## src/rtl/regfile_write_arbiter.sv

```systemverilog
// regfile_write_arbiter
//   Owns the single write port of the register file. After reset it runs a
//   clear pass that zeroes registers 0..NUM_REGS-1, then shares the port
//   round-robin between NUM_REQ writers, one write per clock.
// Ports
//   clk, rst       clock; asynchronous active-high reset
//   req_valid      per-requester pending write
//   req_dest       packed dest addresses, slice [i*ADDR_W +: ADDR_W]
//   req_data       packed write data,     slice [i*DATA_W +: DATA_W]
//   req_ready      one-hot grant (combinational); transfer = valid & ready
//   rf_write_en    register file write enable
//   rf_write_dest  register file write address
//   rf_write_data  register file write data
//   grant_id       index of the last accepted requester
//   init_done      clear pass finished, arbitration live
module regfile_write_arbiter #(
    parameter int unsigned NUM_REQ  = 4,
    parameter int unsigned ADDR_W   = 5,
    parameter int unsigned DATA_W   = 32,
    parameter int unsigned NUM_REGS = 32
) (
    input  logic                         clk,
    input  logic                         rst,
    input  logic [NUM_REQ-1:0]           req_valid,
    input  logic [NUM_REQ*ADDR_W-1:0]    req_dest,
    input  logic [NUM_REQ*DATA_W-1:0]    req_data,
    output logic [NUM_REQ-1:0]           req_ready,
    output logic                         rf_write_en,
    output logic [ADDR_W-1:0]            rf_write_dest,
    output logic [DATA_W-1:0]            rf_write_data,
    output logic [$clog2(NUM_REQ)-1:0]   grant_id,
    output logic                         init_done
);

    localparam int unsigned PTR_W = $clog2(NUM_REQ);
    // One extra bit so the counter can reach NUM_REGS, marking the pass done.
    localparam int unsigned CNT_W = $clog2(NUM_REGS + 1);

    typedef enum logic {
        ST_CLEAR = 1'b0,
        ST_RUN   = 1'b1
    } state_t;

    state_t             state;
    logic [CNT_W-1:0]   clear_cnt;
    logic [PTR_W-1:0]   rr_ptr;

    logic               grant_found;
    logic [PTR_W-1:0]   grant_idx;
    logic [PTR_W-1:0]   cand;
    logic [NUM_REQ-1:0] grant_oh;
    logic [ADDR_W-1:0]  sel_dest;
    logic [DATA_W-1:0]  sel_data;

    // Round-robin search starting at rr_ptr; only live once the clear pass is done.
    always_comb begin
        grant_found = 1'b0;
        grant_idx   = '0;
        cand        = '0;
        grant_oh    = '0;
        if (state == ST_RUN) begin
            for (int unsigned i = 0; i < NUM_REQ; i++) begin
                cand = PTR_W'((32'(rr_ptr) + i) % NUM_REQ);
                if (!grant_found && req_valid[cand]) begin
                    grant_found    = 1'b1;
                    grant_idx      = cand;
                    grant_oh[cand] = 1'b1;
                end
            end
        end
        sel_dest = req_dest[grant_idx*ADDR_W +: ADDR_W];
        sel_data = req_data[grant_idx*DATA_W +: DATA_W];
    end

    assign req_ready = grant_oh;

    // Clear-pass sequencing, then registered write-port drive for each grant.
    always_ff @(posedge clk or posedge rst) begin
        if (rst) begin
            state         <= ST_CLEAR;
            clear_cnt     <= '0;
            rr_ptr        <= '0;
            rf_write_en   <= 1'b0;
            rf_write_dest <= '0;
            rf_write_data <= '0;
            grant_id      <= '0;
            init_done     <= 1'b0;
        end else begin
            case (state)
                ST_CLEAR: begin
                    if (clear_cnt < CNT_W'(NUM_REGS)) begin
                        rf_write_en   <= 1'b1;
                        rf_write_dest <= ADDR_W'(clear_cnt);
                        rf_write_data <= '0;
                        clear_cnt     <= clear_cnt + CNT_W'(1);
                    end else begin
                        state       <= ST_RUN;
                        rf_write_en <= 1'b0;
                        init_done   <= 1'b1;
                    end
                end
                ST_RUN: begin
                    if (grant_found) begin
                        // r0 is reserved for the clear pass: accept, but never write it.
                        rf_write_en   <= (sel_dest != '0);
                        rf_write_dest <= sel_dest;
                        rf_write_data <= sel_data;
                        grant_id      <= grant_idx;
                        rr_ptr        <= (grant_idx == PTR_W'(NUM_REQ - 1)) ? '0
                                                                            : grant_idx + PTR_W'(1);
                    end else begin
                        rf_write_en <= 1'b0;
                    end
                end
                default: state <= ST_CLEAR;
            endcase
        end
    end

endmodule

```

## config.mk

```make
export PLATFORM = sky130hd
export DESIGN_NAME = regfile_write_arbiter
export DESIGN_NICKNAME = d
export VERILOG_FILES = /design/src/rtl/regfile_write_arbiter.sv
export SDC_FILE = /design/constraint.sdc
export NUM_CORES = 1
export LEC_CHECK = 0
export ABC_AREA = 1
export BUFFER_PORTS_ARGS = -buffer_cell sky130_fd_sc_hd__buf_2
export CAP_MARGIN = 10
export CORE_MARGIN = 8
export CORE_UTILIZATION = 46
export CTS_CLUSTER_DIAMETER = 50
export DETAILED_ROUTE_END_ITERATION = 8
export HOLD_SLACK_MARGIN = 0.12
export PLACE_DENSITY_LB_ADDON = 0.08
export SYNTH_ARGS = -nofsm -noshare
export SYNTH_HDL_FRONTEND = slang
export SYNTH_SLANG_ARGS = --single-unit
```

## constraint.sdc

```tcl
create_clock -name clk -period 3.5 [get_ports clk]
set_clock_uncertainty 0.2 [all_clocks]
set_input_delay 0.7 -clock clk [delete_from_list [all_inputs] [get_ports clk]]
set_output_delay 0.7 -clock clk [all_outputs]
set_load 0.02 [all_outputs]
```

=== After elaboration in Yosys (flattened, before gate mapping) ===
Cells that the tools add are included.

* Add/sub/neg operators: 5
* Multipliers: 1
* Magnitude comparators: 9
* Equality and inequality tests: 3
* Shift operators: 2
* Muxes and demuxes: 49
* Bitwise operators: 5
* Reduce and logical (&&, ||, !) cells: 15

{| class="wikitable"
|+ Operators by type and width
! cell !! count
|-
| $shiftx 128x8->32 || 1
|-
| $mux 32 || 2
|-
| $pmux 32 s2 || 1
|-
| $mux 4 || 8
|-
| $mux 1 || 20
|-
| $shiftx 20x6->5 || 1
|-
| $lt 2x3->1 const B || 4
|-
| $mux 2 || 6
|-
| $or 4x4->4 || 3
|-
| $mux 5 || 2
|-
| $pmux 5 s2 || 1
|-
| $bmux 1 s2 || 4
|-
| $demux 1 s2 || 4
|-
| $ge 2x1->1 const B || 4
|-
| $reduce_and 2->1 || 4
|-
| $logic_and 1x1->1 || 7
|-
| $add 6x1->6 const B || 1
|-
| $lt 6x6->1 const B || 1
|-
| $mul 2x3->5 const B || 1
|-
| $reduce_bool 5->1 || 1
|-
| $add 2x1->2 const B || 2
|-
| $add 2x2->2 const B || 2
|-
| $logic_not 1->1 || 3
|-
| $eq 2x2->1 const B || 1
|-
| other kinds (4) || 5
|}

* Flip-flop bits (word level): 50
* Bits of input ports: 154
* Output and inout port bits: 45
* Logic and storage cells: 97

=== Logic depth before layout (Yosys ltp) ===
* Depth in word-level cells: 21
* Mapped depth: 18

=== Worst setup path before layout ===
Ideal clock, no wire load.

* Path type: reg-to-output
* From: register rr_ptr[0]
* To: output port req_ready[1]
* Arrival time: 1.822 ns
* Data required time: 2.600 ns
* Path slack: 0.778 ns
* Cell stages (with the launch flop): 14
* Buffers on the path: 1
* Path through: dfrtp_1 buf_6 inv_8 ha_1 inv_1 nand3_1 nand2_1 nor2_1 nand2_1 o21ai_0 a31oi_1 o21ai_0 nand2_1 inv_1

* Word-level cells in the longest chain between the ends: 16
* Elaborated cells on any way between the ends: 54
* Classes of those cells: add/sub: 3; order compare: 8; mux: 30; bitwise: 3; reduce/logical: 10

{| class="wikitable"
|+ RTL lines
! element !! RTL line !! RTL
|-
| start: declaration || 46 || <nowiki>logic [PTR_W-1:0] rr_ptr;</nowiki>
|-
| start signal: assignment || 109 || <nowiki>rr_ptr <= (grant_idx == PTR_W'(NUM_REQ - 1)) ? '0</nowiki>
|-
| parallel branches: the longest is 14 deep, another holds $lt 2x3->1 || n/a ||
|-
| $mux 4 * || 64 || <nowiki>if (!grant_found && req_valid[cand]) begin</nowiki>
|-
| $mux 4 * || 61 || <nowiki>if (state == ST_RUN) begin</nowiki>
|-
| end: declaration || 27 || <nowiki>output logic [NUM_REQ-1:0] req_ready,</nowiki>
|}

Mark *: on every way between the ends. The select of a mux whose other input is x is not followed.

=== Worst setup path after layout ===
Ends and elaborated chain as after synthesis.

==> impl_metrics.env <==
export IMPL_setup_viol=0
export IMPL_critPathTopFamily="simple AND/OR/NAND/NOR gates"
export IMPL_grtUsageTotal_pct=21.8
export IMPL_synth_ff_latch_count=50
export IMPL_hold_path_class="reg2reg"
export IMPL_pre_cts_ws_ns=0.370
export IMPL_clock_root_buffer="clkbuf_8"
export IMPL_status="finished clean"
export IMPL_antenna_found_initial=0
export IMPL_portBuffers=198
export IMPL_ys_warnings_count=0
export IMPL_ctsHoldBuffers=0
export IMPL_critPathMaxStageDelay_ns=0.55
export IMPL_synth_yosys_seq_area_share_pct=33.2
export IMPL_synth_edf_count=0
export IMPL_dr_total_vias=4235
export IMPL_worstPathArrival_ns=2.43
export IMPL_cp_data_required_time_ns=2.60
export IMPL_setup_ws_ns=0.171
export IMPL_min_from="init_done"
export IMPL_synth_compound_area_share_pct=17.8
export IMPL_combPwrFrac_pct=77.6
export IMPL_design_area_um2=4860
export IMPL_crit_top_cell="nand2_1"
export IMPL_dr_pass1_iters=4
export IMPL_power_density_nw_per_um2=1310
export IMPL_synth_top_family_by_area="simple AND/OR/NAND/NOR gates"
export IMPL_cp_startpoint="rr_ptr[0]"
export IMPL_grt_ovfl_total=0
export IMPL_area_delta_synth_final_pct=29.0
export IMPL_power_switching_mw=3.59
export IMPL_drive_above_1_share_pct=33.4
export IMPL_synth_distinct_cells=34
export IMPL_antenna_cells=0
export IMPL_dp_hpwl_um=9920
export IMPL_routed_via_density=4.99
export IMPL_final_antenna_net_count=0
export IMPL_start_util_pct=46.5
export IMPL_synth_area_um2=3760
export IMPL_finalHoldViolCount=0
export IMPL_netlist_instances=560
export IMPL_synth_mux_area_fraction_pct=0
export IMPL_cts_tree="done"
export IMPL_clk_insertion_delay_late_ns=0.31
export IMPL_critPathBufInv=4
export IMPL_finalSetupTns_ns=0
export IMPL_async_flop_share_pct=100
export IMPL_rsz0062_at_grt="no"
export IMPL_fp_dieW_um=106
export IMPL_finalPower_mw=6.35
export IMPL_fmax_mhz=300
export IMPL_dpl_cell_area_um2=4760
export IMPL_synth_xor_area_share_pct=0.931
export IMPL_crit_path_top_delay_cell="dfrtp_2"
export IMPL_pwr_share_clk_pct=5.4
export IMPL_seqPwrFrac_pct=17.0
export IMPL_final_common_cell="buf_2"
export IMPL_max_slew_margin_rel_pct=28.5
export IMPL_drc=0
export IMPL_synthSimpleGateAreaFrac_pct=32.6
export IMPL_grt_pass1_vias=4156
export IMPL_max_cap_violations=0
export IMPL_p_leak_nw=2.77
export IMPL_p_int_mw=2.76
export IMPL_place_congestion=0.848
export IMPL_synthFlopType="dfrtp_1"
export IMPL_row_count=33
export IMPL_grt_pass1_wl_um=20400
export IMPL_final_min_clock_period_ns=3.33
export IMPL_clock_path_buffers=2
export IMPL_drt_wl_total_um=12700
export IMPL_grt_max_degree=51
export IMPL_dieHeight_um=106
export IMPL_cts_clk_slew_worst_paths_ns=0.09
export IMPL_post_route_util_pct=60.0
export IMPL_critical_path_class="reg2out"
export IMPL_routedWlPerCell_um=15.0
export IMPL_max_vdd_ir_drop_mv=0.795
export IMPL_cp_start_kind="flop"
export IMPL_syn_num_nets=723
export IMPL_end_kind="output port"
export IMPL_critPathMaxFanout=12
export IMPL_cts_sinks=50
export IMPL_slew_viol_final=0
export IMPL_worstPathCellList="inv_8, ha_1, inv_1, nand3_1, nand2_1, nor2_1, nand2_1, o21ai_0, a31oi_1, o21ai_0, nand2_1, inv_1, buf_2"
export IMPL_nNetsFinal=905
export IMPL_core_area_um2=8090
export IMPL_cts_buffers=5
export IMPL_period_share_pct=95.1
export IMPL_htreeDepth=2
export IMPL_drt_iter0_drc=237
export IMPL_post_cts_buffers=0
export IMPL_die_area_um2=11300
export IMPL_worst_pin_slew_ns=1.07
export IMPL_pin_count=199
export IMPL_r2r_start="rr_ptr[0]"
export IMPL_switching_share_pct=56.6
export IMPL_synth_adder_area_share_pct=2.99
export IMPL_layout_common_cells="buf_2, nand2_1, nand3_1"
export IMPL_syn_avg_cell_area_um2=6.72
==> worst register-to-register path, cell delays in order, from the launching register on <==
cell	delay [ns]
dfrtp_2	0.55
inv_8	0.10
ha_1	0.38
inv_1	0.10
nand2_1	0.11
nand2_4	0.08
nor2_8	0.14
nand3b_1	0.10
nand2_1	0.13
inv_1	0.07
nand2_2	0.40
buf_4	0.25
o21ai_0	0.08
a21oi_1	0.14
o21ai_1	0.07
==> area by class of cell <==
| class | count | area (um2) |
|---|---|---|
| Clock inverter | 3 | 21.3 |
| Multi-Input combinational cell | 416 | 2060 |
| Clock buffer | 5 | 68.8 |
| Timing Repair Buffer | 210 | 1090 |
| Fill cell | 819 | 3240 |
| Sequential cell | 50 | 1250 |
| Inverter | 59 | 231 |
| Tap cell | 105 | 131 |
==> logic make-up after synthesis <==
group	Yosys count
AO/OA/AOI/OAI	129
adder cells (fa/ha/maj)	9
AND/OR/NAND/NOR	274
XOR/XNOR	4
flip-flops	50
buffers and inverters	94
==> what timing repair did <==
item,CTS,global route
endpoints found under the setup margin,0,4
resized for setup,0,2
endpoints found under the hold margin,0,0
==> routing by layer <==
metal | up-vias | global-route usage, % | share of wire [%]
li1 | 2172 | - | -
met1 | 1879 | 26.8 | 43
met2 | 171 | 36.6 | 47
met3 | 13 | 6.11 | 8.3
met4 | 0 | 5.73 | 1.3
met5 | - | 0 | 0
==> cells in the mapped netlist, types with 2 or more instances <==
master,n,share of area [%]
inv_1,53,5.3
buf_2,18,2.4
buf_4,6,1.2
ha_1,9,3.0
nand3_2,2,0.53
a21oi_1,45,6.0
nand2_1,180,18
nand2_2,9,1.5
o21ai_1,42,5.6
xor2_1,2,0.47
buf_6,8,2.4
dfrtp_1,50,33
clkbuf_1,3,0.30
xnor2_1,2,0.47
nand3_1,66,8.8
o21ai_0,32,4.3
nor3_1,2,0.27
nand2_4,4,1.2
a22oi_1,3,0.60
o211ai_1,2,0.40
nor2_1,6,0.60
inv_2,4,0.40
==> registers in the layout, indices dropped and copies added (netlist names) <==
signal	count
clear_cnt	6
grant_id	2
init_done	1
rf_write_data	32
rf_write_dest	5
rf_write_en	1
rr_ptr	2
state	1
==> power by group through the flow <==
stage	Clock, mW	Combinational (mW)	Sequential, mW
final	0.345	4.93	1.08
after global routing	0.387	5.57	1.11
after CTS	0.362	4.97	1.08
after detailed placement	0	4.97	1.08
after global placement	0	4.86	1.08
after floorplan	0	3.67	1.34
==> path summary, 6_finish.rpt <==
| check | cells past startpoint | endpoint | slack, ns |
|---|---|---|---|
| worst min register to register | 1 | init_done | 0.26 |
| worst max-delay path | 13 | req_ready[1] | 0.17 |
| worst max register to register | 14 | rf_write_data[29] | 0.51 |
| max in group asynchronous | 2 | rr_ptr[1] | 1.93 |
| min in group asynchronous | 2 | rf_write_data[14] | 0.43 |
| worst min-delay path | 1 | init_done | 0.26 |
==> metrics by stage <==
step / instances / hold slack (ns)
6_report: 848 / 0.256
5_1_grt: 848 / 0.285
4_1_cts: 848 / 0.262
3_5_place_dp: 840 / 0.240
3_3_place_gp: 840 / 0.240
2_1_floorplan: 560 / 0.265
Power figures use the tool's default switching activity.
